$ cat src/rtl/vec_int_ctrl_if.sv
// Handshake bundle between the vectored interrupt controller and the CPU side.
// The block connects to the slave modport; the requester/CPU model drives the master modport.
interface vec_int_ctrl_if #(
  parameter int N_CH = 4
);
  logic [N_CH-1:0] irq;
  logic [N_CH-1:0] mask;
  logic            ien;
  logic            ack;
  logic            eoi;
  logic            i_pending;
  logic [7:0]      vector;
  logic [3:0]      int_id;
  logic [N_CH-1:0] isr;
  logic [N_CH-1:0] ovf;

  modport master (
    output irq, mask, ien, ack, eoi,
    input  i_pending, vector, int_id, isr, ovf
  );

  modport slave (
    input  irq, mask, ien, ack, eoi,
    output i_pending, vector, int_id, isr, ovf
  );
endinterface

$ cat src/rtl/vec_int_ctrl.sv
// Edge-triggered, fixed-priority vectored interrupt controller (lowest channel wins).
// Define INT_NEST_EN to let a higher-priority request preempt a routine already in service.
module vec_int_ctrl #(
  parameter int         N_CH       = 4,
  parameter logic [7:0] VEC_BASE   = 8'h00,
  parameter logic [7:0] VEC_STRIDE = 8'h04
) (
  input  logic          g_clk,
  input  logic          g_clr,
  vec_int_ctrl_if.slave bus
);

  logic [N_CH-1:0] irq_q, irq_d;
  logic [N_CH-1:0] hold_q, hold_d;
  logic [N_CH-1:0] pend_q, pend_d;
  logic [N_CH-1:0] isr_q, isr_d;
  logic [N_CH-1:0] ovf_q, ovf_d;

  logic [N_CH-1:0] irq_edge;
  logic            cand_vld;
  logic [3:0]      cand_idx;
  logic            isr_any;
  logic [3:0]      isr_low;
  logic            pend_ok;
  logic [3:0]      id_out;
  logic            ack_take;

  function automatic logic [7:0] vec_of(input logic [3:0] id);
    return VEC_BASE + 8'(8'(id) * VEC_STRIDE);
  endfunction

  // hold_q masks lines that were already high while reset was applied, so they
  // do not look like fresh rising edges on the first cycle out of reset.
  assign irq_edge = bus.irq & ~(irq_q | hold_q);

  always_comb begin
    cand_vld = 1'b0;
    cand_idx = '0;
    isr_any  = 1'b0;
    isr_low  = '0;
    for (int k = N_CH - 1; k >= 0; k--) begin
      if (pend_q[k] && bus.mask[k]) begin
        cand_vld = 1'b1;
        cand_idx = 4'(k);
      end
      if (isr_q[k]) begin
        isr_any = 1'b1;
        isr_low = 4'(k);
      end
    end
  end

  always_comb begin
`ifdef INT_NEST_EN
    pend_ok = bus.ien && cand_vld && (!isr_any || (cand_idx < isr_low));
`else
    pend_ok = bus.ien && cand_vld && !isr_any;
`endif
    id_out   = pend_ok ? cand_idx : 4'd0;
    ack_take = bus.ack && pend_ok;
  end

  always_comb begin
    irq_d  = bus.irq;
    hold_d = g_clr ? bus.irq : '0;
    pend_d = pend_q;
    isr_d  = isr_q;
    ovf_d  = ovf_q;
    // A re-request on a pending channel is lost unless the same edge also consumes it.
    for (int k = 0; k < N_CH; k++) begin
      if (irq_edge[k] && pend_q[k] && !(ack_take && (id_out == 4'(k)))) begin
        ovf_d[k] = 1'b1;
      end
    end
    if (ack_take) begin
      pend_d[id_out] = 1'b0;
    end
    pend_d = pend_d | irq_edge;
    // eoi retires the pre-edge highest-priority in-service bit before ack adds its own.
    if (bus.eoi && isr_any) begin
      isr_d[isr_low] = 1'b0;
    end
    if (ack_take) begin
      isr_d[id_out] = 1'b1;
    end
  end

  always_ff @(posedge g_clk) begin
    hold_q <= hold_d;
    if (g_clr) begin
      irq_q  <= '0;
      pend_q <= '0;
      isr_q  <= '0;
      ovf_q  <= '0;
    end else begin
      irq_q  <= irq_d;
      pend_q <= pend_d;
      isr_q  <= isr_d;
      ovf_q  <= ovf_d;
    end
  end

  assign bus.i_pending = pend_ok;
  assign bus.int_id    = id_out;
  assign bus.vector    = vec_of(id_out);
  assign bus.isr       = isr_q;
  assign bus.ovf       = ovf_q;

endmodule

$ cat src/flat_wrapper.sv
// flat-port wrapper written by rule: the top's interface ports become plain ports
module vec_int_ctrl_flat 
#(
  parameter int         N_CH       = 4,
  parameter logic [7:0] VEC_BASE   = 8'h00,
  parameter logic [7:0] VEC_STRIDE = 8'h04
)
  (g_clk, g_clr, bus_irq, bus_mask, bus_ien, bus_ack, bus_eoi, bus_i_pending, bus_vector, bus_int_id, bus_isr, bus_ovf);
  vec_int_ctrl_if #(.N_CH(N_CH)) bus_i ();
  input  logic g_clk;
  input  logic g_clr;
  input wire logic [$bits(bus_i.irq)-1:0] bus_irq;
  input wire logic [$bits(bus_i.mask)-1:0] bus_mask;
  input wire logic [$bits(bus_i.ien)-1:0] bus_ien;
  input wire logic [$bits(bus_i.ack)-1:0] bus_ack;
  input wire logic [$bits(bus_i.eoi)-1:0] bus_eoi;
  output wire logic [$bits(bus_i.i_pending)-1:0] bus_i_pending;
  output wire logic [$bits(bus_i.vector)-1:0] bus_vector;
  output wire logic [$bits(bus_i.int_id)-1:0] bus_int_id;
  output wire logic [$bits(bus_i.isr)-1:0] bus_isr;
  output wire logic [$bits(bus_i.ovf)-1:0] bus_ovf;
  assign bus_i.irq = bus_irq;
  assign bus_i.mask = bus_mask;
  assign bus_i.ien = bus_ien;
  assign bus_i.ack = bus_ack;
  assign bus_i.eoi = bus_eoi;
  assign bus_i_pending = bus_i.i_pending;
  assign bus_vector = bus_i.vector;
  assign bus_int_id = bus_i.int_id;
  assign bus_isr = bus_i.isr;
  assign bus_ovf = bus_i.ovf;
  vec_int_ctrl #(.N_CH(N_CH), .VEC_BASE(VEC_BASE), .VEC_STRIDE(VEC_STRIDE)) u_core (.g_clk(g_clk), .g_clr(g_clr), .bus(bus_i));
endmodule
$ cat config.mk
export PLATFORM = sky130hd
export DESIGN_NAME = vec_int_ctrl_flat
export DESIGN_NICKNAME = d
export VERILOG_FILES = /design/src/rtl/vec_int_ctrl_if.sv /design/src/rtl/vec_int_ctrl.sv /design/src/flat_wrapper.sv
export SDC_FILE = /design/constraint.sdc
export NUM_CORES = 1
export LEC_CHECK = 0
export ABC_AREA = 1
export CAP_MARGIN = 20
export CORE_UTILIZATION = 50
export DETAILED_ROUTE_END_ITERATION = 16
export DONT_BUFFER_PORTS = 1
export PLACE_DENSITY = 0.68
export SYNTH_ARGS = -nofsm -noshare
export SYNTH_HDL_FRONTEND = slang
export SYNTH_SLANG_ARGS = --single-unit
export TNS_END_PERCENT = 5
$ cat constraint.sdc
create_clock -name g_clk -period 1.8 [get_ports g_clk]
set_clock_uncertainty 0.1 [all_clocks]
set_input_delay 0.36 -clock g_clk [delete_from_list [all_inputs] [get_ports g_clk]]
set_output_delay 0.36 -clock g_clk [all_outputs]
set_load 0.01 [all_outputs]
# --- Word level (Yosys, flattened, before mapping) ---
# Cells that the tools add are included.
word_totals:
  register_bits: 20
  word_cells: 76
  out_inout_bits: 21
op_classes:
  eq_ne: 3
  mux: 24
  n_lt_le_gt_ge: 4
  bitwise_logic: 9
  n_reduce_logical: 28
op_table:
  columns: ["op", "count"]
  rows:
  - ["1-bit logical AND", 22]
  - ["2-bit 2-to-1 mux", 9]
  - ["4-bit bitwise AND", 3]
  - ["4-bit 2-to-1 mux", 3]
  - ["4-bit inverter", 3]
  - ["4-bit OR", 3]
  - ["1-bit 2-to-1 mux", 10]
  - ["4-bit by 2-bit equality test with 1-bit output, second input constant", 2]
  - ["1-bit zero test", 5]
  - ["1-bit demux with 2-bit select", 2]
  - ["4-bit by 1-bit equality test with 1-bit output, second input constant", 1]
  - ["4-bit by 1-bit greater-or-equal comparator with 1-bit output, second input constant", 1]
  - ["4-bit zero test", 1]
  - ["4-bit by 3-bit less-than comparator with 1-bit output, second input constant", 1]
  - ["2-bit by 3-bit less-than comparator with 1-bit output, second input constant", 1]
  - ["2-bit by 1-bit greater-or-equal comparator with 1-bit output, second input constant", 1]

# --- Longest topological paths before layout ---
# Gate-level depths: netlist of the first run.
depth:
  ltp_word: 16
  ltp_mapped: 8

# --- Least setup slack after synthesis of the first run ---
# OpenSTA, ideal clock, no wires.
synth_timing:
  path_type: "in2out"
  start: "input port bus_mask[2]"
  end: "output port bus_vector[2]"
  n_path_buf: 1
  stages: 6
  setup_slack_ns: 0.163
  required_ns: 1.340
  arrival_time_ns: 1.177
  cell_sequence: "nand2_2 nand3_1 nand2_1 nand2_1 nor3_1 buf_4"
synth_via:
  elab_chain_len: 7
  elab_cells_between_ends: 10
  cone_classes: "mux (7); reduce/logical (3)"
synth_lines:
  columns: ["element", "line_no", "source"]
  rows:
  - ["start, declared", "flat_wrapper.sv:13", "input wire logic [$bits(bus_i.mask)-1:0] bus_mask;"]
  - ["1-bit logical AND *", "vec_int_ctrl.sv:42", "if (pend_q[k] && bus.mask[k]) begin"]
  - ["1-bit 2-to-1 mux (3 in a row)", "vec_int_ctrl.sv:42", null]
  - ["1-bit logical AND (2 in a row)", "vec_int_ctrl.sv:57", "pend_ok = bus.ien && cand_vld && !isr_any;"]
  - ["2-bit 2-to-1 mux *", "vec_int_ctrl.sv:59", "id_out = pend_ok ? cand_idx : 4'd0;"]
  - ["end, declared", "flat_wrapper.sv:18", "output wire logic [$bits(bus_i.vector)-1:0] bus_vector;"]
# Every way passes the cells marked *; elsewhere a longest branch is shown, timed or not.

# --- Worst setup path after layout of the first run ---
layout_timing:
  start: "register u_core.isr_q[0], in the netlist u_core.bus.isr[0]"
  end: "output port bus_vector[2]"
layout_via:
  elab_chain_len: 4
layout_lines:
  columns: ["element", "line_no", "source"]
  rows:
  - ["start, declared", "vec_int_ctrl.sv:16", "logic [N_CH-1:0] isr_q, isr_d;"]
  - ["start signal, assigned", "vec_int_ctrl.sv:98", "isr_q <= isr_d;"]
  - ["1-bit 2-to-1 mux", "vec_int_ctrl.sv:46", "if (isr_q[k]) begin"]
  - ["1-bit zero test", "vec_int_ctrl.sv:57", null]
  - ["1-bit logical AND", "vec_int_ctrl.sv:57", null]
  - ["2-bit 2-to-1 mux", "vec_int_ctrl.sv:59", null]
# No other way between the ends.

==> results of run 1 <==
-- synthesized netlist by cell type --
library cell / n / area [sq um]
dfxtp_1: 20 / 400
inv_1: 13 / 48.8
nand2_1: 12 / 45.0
a21oi_1: 11 / 55.1
buf_4: 10 / 75.1
nor2_1: 10 / 37.5
nand2_2: 5 / 31.3
nand3_1: 4 / 20.0
nand3_2: 4 / 40.0
nor3_1: 4 / 20.0
nor2_4: 3 / 33.8
a21boi_2: 2 / 22.5
clkbuf_1: 2 / 7.51
nor2_2: 2 / 12.5
o21ai_0: 2 / 10.0
a21oi_2: 1 / 8.76
conb_1: 1 / 3.75
inv_2: 1 / 3.75
nand3_4: 1 / 17.5
or3_1: 1 / 6.26
-- stage by stage --
stage / area, sq um / power [mW] / worst slack, ns / utilization [%] / std cells
2_1_floorplan: 926 / 0.594 / 0.163 / - / 116
3_3_place_gp: 881 / 0.583 / 0.351 / 55.3 / 129
3_5_place_dp: 881 / 0.588 / 0.328 / 55.3 / 129
4_1_cts: 925 / 0.839 / 0.000168 / 58.0 / 133
5_1_grt: 970 / 0.895 / 0.00194 / 60.8 / 137
6_report: 970 / 0.858 / 0.0596 / 60.8 / 137
-- timing repair --
action / CTS / global route
hold buffers: 0 / 1
setup buffers: 0 / 3
setup endpoints to repair: 2 / 2
hold endpoints to repair: 0 / 11
pin swaps: 1 / 4
resized for setup: 2 / 6
-- cells by family after synthesis --
kind of cell,share of synthesized area (%)
DFF,44.5
AOI/OAI and AO/OA,10.7
buffers and inverters,15.0
other,0.417
and+or+nand+nor,29.3
-- power by group through the flow --
stage / Sequential [mW] / Combinational (mW) / Clock [mW]
after global routing: 0.486 / 0.127 / 0.282
after detailed placement: 0.493 / 0.0958 / 0
after floorplan: 0.489 / 0.105 / 0
after global placement: 0.491 / 0.0922 / 0
final: 0.483 / 0.114 / 0.261
after CTS: 0.482 / 0.0981 / 0.258
-- area by class of cell --
class                   count  area (sq um)
multi-input cells          70           405
clock buffers               4          36.3
repair buffers              5          40.0
inverters                  14          52.6
flip-flops and latches     20           405
fillers                   151           624
well taps                  24          30.0
-- flip-flops by register name, indices dropped and copies added, names as in the netlist --
| register | cells |
|---|---|
| u_core.bus.isr | 4 |
| u_core.bus.ovf | 4 |
| u_core.hold_q | 4 |
| u_core.irq_q | 4 |
| u_core.pend_q | 4 |
-- worst reg2reg max path, cell delays in order, from the launching register on --
cell and delay (ns):
dfxtp_1 0.34, nand2_1 0.13, nand2_2 0.09, inv_2 0.07
nand2_2 0.06, nor2_4 0.19, nand3_2 0.15, a21oi_1 0.16
nor2_1 0.05
-- routing by layer --
layer	up-vias	GRT usage, %	wire length, um
li1	333	-	-
met1	293	18.7	686
met2	23	27.1	749
met3	5	5.31	86
met4	0	9.70	32
met5	-	0	0
-- worst paths after layout --
check	from	endpoint	slack (ns)	depth (start not counted)
max	u_core.bus.isr[0]	bus_vector[2]	0.06	4
min reg2reg	u_core.pend_q[1]	u_core.pend_q[1]	0.40	2
max reg2reg	u_core.pend_q[0]	u_core.pend_q[3]	0.34	8
min	g_clr	u_core.bus.isr[0]	0.004	1
==> flow_summary.toml, run 1 <==
[detailed_routing]
via_per_inst = 4.77
routed_wl_mm = 1.56
wire_per_inst_um = 11.4
num_vias = 654
drtPass1Iterations = 4
drc = 0
ant_nets = 0
drtIter0Drc = 5

[clock_tree]
clk_latency_ns = 0.31
cts_buffers = 3
cts_tree = "built"
clock_path_buffers = 2
clock-sinks = 20
clkTransAtPathRegs_ns = 0.11
cts-root-buf = "clkbuf_4"
h-tree-depth = 1

[critical_path]
worstPathRequired_ns = 1.34
path_class = "flop to output port"
max_stage_delay_ns = 0.40
crit_chain = "nor2_4 > nand3_4 > nor3_2 > buf_4"
cp-end-kind = "output port"
crit_family = "simple AND/OR/NAND/NOR gates"
slowest_stage = "dfxtp_1"
worst_setup_path_start_kind = "flop"
crit_arrival_ns = 1.28
critical_path_buf_inv_count = 1
crit_path_max_fanout = 5

[place]
port_buffers = 0
gp_congestion = 0.741
dp_hpwl_mm = 1.09

[synthesis]
synth-seq-cells = 20
synth_area_sq_um = 900
netlist_instances = 109
ys_warn_count = 0
yosysSeqAreaShare_pct = 44.5
synth_cell_type_count = 20
synth.avg_cell_area_sq_um = 8.25

[layout]
drive_gt1_share_pct = 31.0
layout_common_cells = "dfxtp_1 (16), inv_1 (13), a21oi_1 (11)"
antenna_cells = 0
fin_nets = 127
layout-area-overhead-vs-synth_pct = 7.79
layout_commonest_cell = "dfxtp_1"

[timing]
slew_viol_final = 0
tns_ns = 0
timing.hold.ws_ns = 0.00373
fin_crit_sh_pct = 96.7
setup-violations-final = 0
rsz0062_at_grt = "no"
post-route-min-period_ns = 1.74
final-hold-violation-count = 0
max_freq_mhz = 575

[floorplan]
num_io_pins = 34
core-area_sq_mm = 0.00159
die_area_sq_mm = 0.00197
num_rows = 14
die_y_um = 44.4
start_util_pct = 56.4
fp.dieW_um = 44.4

[global_routing]
grt_pass1_vias = 581
grt_max_degree = 21
grt_antenna_before_repair = 0
grt_usage_pct = 16.5
grt_pass1_wl_mm = 2.33
grt-ovfl-total = 0

[power]
internal-power_mw = 0.633
total_leakage_power_nw = 0.423
seqPwrFrac_pct = 56.3
switching_share_pct = 26.2
peakVddDrop_v = 0.000670
power_frac_clock_pct = 30.4
p_switching_mw = 0.225
combPwrFrac_pct = 13.3
pwr_density_cell_mw_per_mm2 = 884

[run]
drv_cap = 0

[worst_hold_path]
hold_class = "input pin to flop"

[status]
status = "finished, final reports clean"
No activity file was read; power rests on OpenSTA's default activity.
==> inputs of run 2 (changes only) <==
- CORE_ASPECT_RATIO: default -> 0.7
- CORE_UTILIZATION: 50 -> 40
- PLACE_DENSITY: 0.68 -> 0.57
==> flow_summary.toml, run 2 (synthesis gave the netlist of run 1 again) <==
[clock_tree]
clk_latency_ns = 0.30
clock_path_buffers = 2
cts_tree = "built"
h-tree-depth = 1
cts_buffers = 3
clkTransAtPathRegs_ns = 0.11
clock-sinks = 20
cts-root-buf = "clkbuf_4"

[power]
internal-power_mw = 0.731
pwr_density_cell_mw_per_mm2 = 942
combPwrFrac_pct = 11.9
peakVddDrop_v = 0.000416
switching_share_pct = 23.9
total_leakage_power_nw = 0.435
p_switching_mw = 0.229
seqPwrFrac_pct = 50.3
power_frac_clock_pct = 37.7

[detailed_routing]
drtIter0Drc = 9
routed_wl_mm = 1.58
via_per_inst = 4.57
wire_per_inst_um = 11.2
drtPass1Iterations = 2
drc = 0
num_vias = 645
ant_nets = 0

[timing]
setup-violations-final = 0
final-hold-violation-count = 0
post-route-min-period_ns = 1.73
fin_crit_sh_pct = 96.1
tns_ns = 0
max_freq_mhz = 578
worst_slack_ns = 0.0699
slew_viol_final = 0

[global_routing]
grt-busiest-layer = "met2"
grtUsageMet3_pct = 8.10
grt_usage_pct = 14.9
grt_max_degree = 15
grt_use_met1_pct = 16.5
grt_pass1_wl_mm = 2.64
grt_pass1_vias = 591
grt_antenna_before_repair = 0
grt-ovfl-total = 0
met2_usage_pct = 23.9

[layout]
layout_common_cells = "inv_1 (13), dfxtp_1 (13), a21oi_1 (11)"
layout-area-overhead-vs-synth_pct = 13.4
final_util_pct = 51.4
drive_gt1_share_pct = 32.4
fin_nets = 125
antenna_cells = 0

[floorplan]
start_util_pct = 45.3
core-area_sq_mm = 0.00198
die_y_um = 41.7
num_io_pins = 34
fp.dieW_um = 58.7
die_area_sq_mm = 0.00245
num_rows = 13

[critical_path]
crit_arrival_ns = 1.27
cp-end-kind = "output port"
worst_setup_path_start_kind = "flop"
worstPathRequired_ns = 1.34
crit_path_max_fanout = 3
path_class = "flop to output port"

[status]
status = "finished, final reports clean"

[place]
gp_congestion = 0.657
detailedPlace.worstSlack_ns = 0.328
dp_hpwl_mm = 1.11
port_buffers = 0

[run]
drv_cap = 0

[worst_hold_path]
hold_class = "input pin to flop"
-- run 2: cell count changes in the layout (fill, tap and decap cells not counted), moves of 2 or more --
cell	previous run	this run
dfxtp_1	16	13
nand2_4	0	2
nor2_4	3	5
nor2_2	2	0
buf_4	4	1
dfxtp_4	0	2
-- run 2: power by group through the flow --
stage / combinational, mW / clock (mW) / sequential (mW)
after floorplan: 0.105 / 0 / 0.489
after global placement: 0.0931 / 0 / 0.491
after detailed placement: 0.0952 / 0 / 0.493
after CTS: 0.102 / 0.374 / 0.482
after global routing: 0.129 / 0.393 / 0.487
final: 0.115 / 0.362 / 0.483
-- run 2: worst max-delay path, stage by stage, from the launching register on --
cell and delay, ns:
dfxtp_4 0.38, nor2_4 0.12, nand3_4 0.12, nor3_2 0.19
buf_4 0.16
-- run 2: worst paths after layout --
path                                   startpoint               end  slack [ns]  cells past startpoint
worst min register to register   u_core.pend_q[1]  u_core.pend_q[1]        0.40                      2
worst max register to register   u_core.pend_q[0]  u_core.pend_q[2]        0.33                      8
worst min-delay path                   bus_irq[0]  u_core.hold_q[0]        0.04                      2
worst max-delay path            u_core.bus.isr[3]     bus_vector[2]        0.07                      4
-- run 2: per-stage QoR --
step                      cells  hold WS (ns)  area [sq um]  power [mW]
after global placement      135         0.333           888       0.584
after floorplan             116         0.353           926       0.594
final                       141        0.0445          1020       0.960
after CTS                   140      0.000683           956       0.958
after global routing        141        0.0306          1020        1.01
after detailed placement    135         0.333           888       0.588
-- run 2: what timing repair did --
| action | CTS | global route |
|---|---|---|
| pin swaps | 0 | 2 |
| hold buffers | 1 | 1 |
| hold endpoints to repair | 7 | 9 |
| resized for setup | 1 | 18 |
| setup buffers | 0 | 0 |
| endpoints found under the setup margin | 2 | 2 |
-- run 2: final cells by class --
cell class,count,area (sq um)
clock buffer,3,22.5
inverter,14,52.6
clock inverter,1,30.0
tap,30,37.5
fill,214,965
multi-input combinational,70,435
timing repair buffer,3,27.5
sequential,20,414
-- run 2: per-layer routing --
layer  part of all wire, %  routed length, um  vias up
met5                     0                  0        -
met1                    44                693      282
met4                   1.1                 18        0
met3                    10                159        4
li1                      -                  -      332
met2                    45                709       27
==> inputs of run 3 (changes only) <==
- ABC_AREA: 1 -> default
- SLEW_MARGIN: default -> 15
==> flow_summary.toml, run 3 <==
[global_routing]
grt_antenna_before_repair = 0
grt_usage_pct = 16.2
grt_max_degree = 15
grt-ovfl-total = 0
grt_pass1_vias = 596
grt_pass1_wl_mm = 2.70

[clock_tree]
clock_path_buffers = 2
cts-root-buf = "clkbuf_4"
h-tree-depth = 1
cts_tree = "built"
clk_latency_ns = 0.31
clock-sinks = 20
cts_buffers = 3
clkTransAtPathRegs_ns = 0.12

[worst_hold_path]
hold_class = "input pin to flop"
hold_end = "u_core.irq_q[3]"
worstHoldStart = "g_clr"
hold_depth = 1

[critical_path]
reg2reg_slack_ns = 0.25
worstPathRequired_ns = 1.34
r2r_cells = 4
worst_setup_path_start_kind = "flop"
r2r-start = "u_core.bus.isr[0]"
crit_arrival_ns = 1.38
cp-end-kind = "output port"
path_class = "flop to output port"
crit_path_max_fanout = 3
r2r_end = "u_core.bus.isr[2]"

[layout]
drive_gt1_share_pct = 24.3
layout_common_cells = "dfxtp_1 (14), nand2_1 (8), nor2_1 (8), conb_1 (8)"
finalNonFillerCells = 133
fillCellCount = 191
layout_commonest_cell = "dfxtp_1"
antenna_cells = 0
stdcell_area_sq_mm = 0.00101
fin_nets = 117
layout-area-overhead-vs-synth_pct = 14.7

[synthesis]
netlist_instances = 96
synth_area_sq_um = 883
synth_common_cells = "dfxtp_1 (20), buf_4 (10), nor2_1 (10)"
synthFlopType = "dfxtp_1"
synth_cell_type_count = 29
synth.avg_cell_area_sq_um = 9.20
synth_top_area_cell = "dfxtp_1"
synthArstFlopShare_pct = 0
yosys-top-cells-area = "dfxtp_1 (45%), buf_4 (8.5%), nor2_1 (4.2%), and2_1 (3.5%), nand2_1 (3.4%)"
ys_warn_count = 0
synth-seq-cells = 20
yosysSeqAreaShare_pct = 45.3
synth_edf_count = 0
synth_top_area_share_pct = 45.3
synth_most_common_cell = "dfxtp_1"

[power]
combPwrFrac_pct = 10.9
pwr_density_cell_mw_per_mm2 = 946
internal-power_mw = 0.736
fin_total_pwr_mw = 0.959
switching_share_pct = 23.2
peakVddDrop_v = 0.000552
p_switching_mw = 0.223
power_frac_clock_pct = 38.8
seqPwrFrac_pct = 50.3
total_leakage_power_nw = 0.396

[detailed_routing]
routed_wl_mm = 1.83
via_per_inst = 5.06
wire_per_inst_um = 13.8
drtIter0Drc = 40
num_vias = 673
drc = 0
ant_nets = 0
drtPass1Iterations = 4

[timing]
slew_viol_final = 0
rsz0062_at_grt = "yes"
setup-violations-final = 2
fin_crit_sh_pct = 102
worst_slack_ns = -0.0380
timing.hold.ws_ns = 0.0187
max_freq_mhz = 544
final-hold-violation-count = 0
post-route-min-period_ns = 1.84

[place]
post_dp_cell_area_sq_um = 898
port_buffers = 0
gp_congestion = 0.758
place_inst = 126
dp_hpwl_mm = 1.25

[status]
status = "finished, violations left"
violations = "negative setup slack"

[floorplan]
num_rows = 13
core-area_sq_mm = 0.00197
die_area_sq_mm = 0.00240
die_y_um = 41.3
num_io_pins = 34
fp.dieW_um = 58.2
start_util_pct = 44.9

[run]
drv_cap = 0
-- run 3: cell count changes after synthesis, sizes merged, moves of 3 or more --
cell   change
inv       -12
nand2      -9
a21oi      -8
and2       +6
nor2       -5
nand3      -4
nor2b      +4
nor3       -3
-- run 3: metrics by stage --
stage	util (%)	setup slack, ns	setup TNS (ns)
finish	51.5	-0.0380	-0.0758
global placement	45.6	0.214	0
floorplan	-	0.0178	0
CTS	50.9	-0.0313	-0.114
global route	51.5	-0.111	-0.280
detailed placement	45.6	0.178	0
-- run 3: area by class of cell --
cell class	count	area [sq um]	share of cell area (%)
multi-input combinational	70	448	44.2
timing repair buffer	7	57.6	5.68
clock buffer	3	22.5	2.22
clock inverter	1	30.0	2.96
sequential	20	410	40.5
inverter	2	7.51	0.741
tap	30	37.5	3.70
-- run 3: cell families after synthesis --
family | share of synthesized area (%)
and+or+nand+nor | 28.2
buffers and inverters | 9.77
DFF | 45.3
other | 0.425
AOI/OAI and AO/OA | 16.3
-- run 3: how the worst max path moves through the flow --
| stage | slack (ns) | end | cells after the start | startpoint |
|---|---|---|---|---|
| after floorplan | 0.02 | bus_vector[2] | 5 | u_core.bus.isr[2] |
| after global placement | 0.21 | bus_vector[2] | 4 | u_core.bus.isr[2] |
| after detailed placement | 0.18 | bus_vector[2] | 4 | u_core.bus.isr[2] |
| after CTS | -0.03 | bus_int_id[1] | 3 | u_core.bus.isr[0] |
| after global routing | -0.11 | bus_int_id[0] | 4 | u_core.bus.isr[0] |
| final | -0.04 | bus_int_id[0] | 4 | u_core.bus.isr[0] |
-- run 3: power by group through the flow --
stage	clock, mW	sequential [mW]	combinational, mW
after floorplan	0	0.489	0.0865
after global placement	0	0.491	0.0845
after detailed placement	0	0.492	0.0854
after CTS	0.372	0.482	0.0989
after global routing	0.394	0.485	0.116
final	0.372	0.482	0.104
-- run 3: repair_timing --
item / CTS / global route
buffers inserted: 1 / 0
hold endpoints to repair: 4 / 5
pin swaps: 2 / 0
setup endpoints to repair: 4 / 4
hold buffers: 1 / 1
resized for setup: 13 / 1
-- run 3: worst max-delay path, stage by stage (launching register included) --
cell      delay [ns]
dfxtp_2         0.35
nor3_4          0.24
nand3b_4        0.13
nor2_4          0.12
and3_4          0.23
-- run 3: per-layer routing --
metal / wire (um) / global-route usage [%] / vias to the layer above
li1: - / - / 337
met1: 894 / 19.3 / 311
met2: 777 / 25.9 / 23
met3: 143 / 8.33 / 2
met4: 14 / 5.36 / 0
met5: 0 / 0 / -
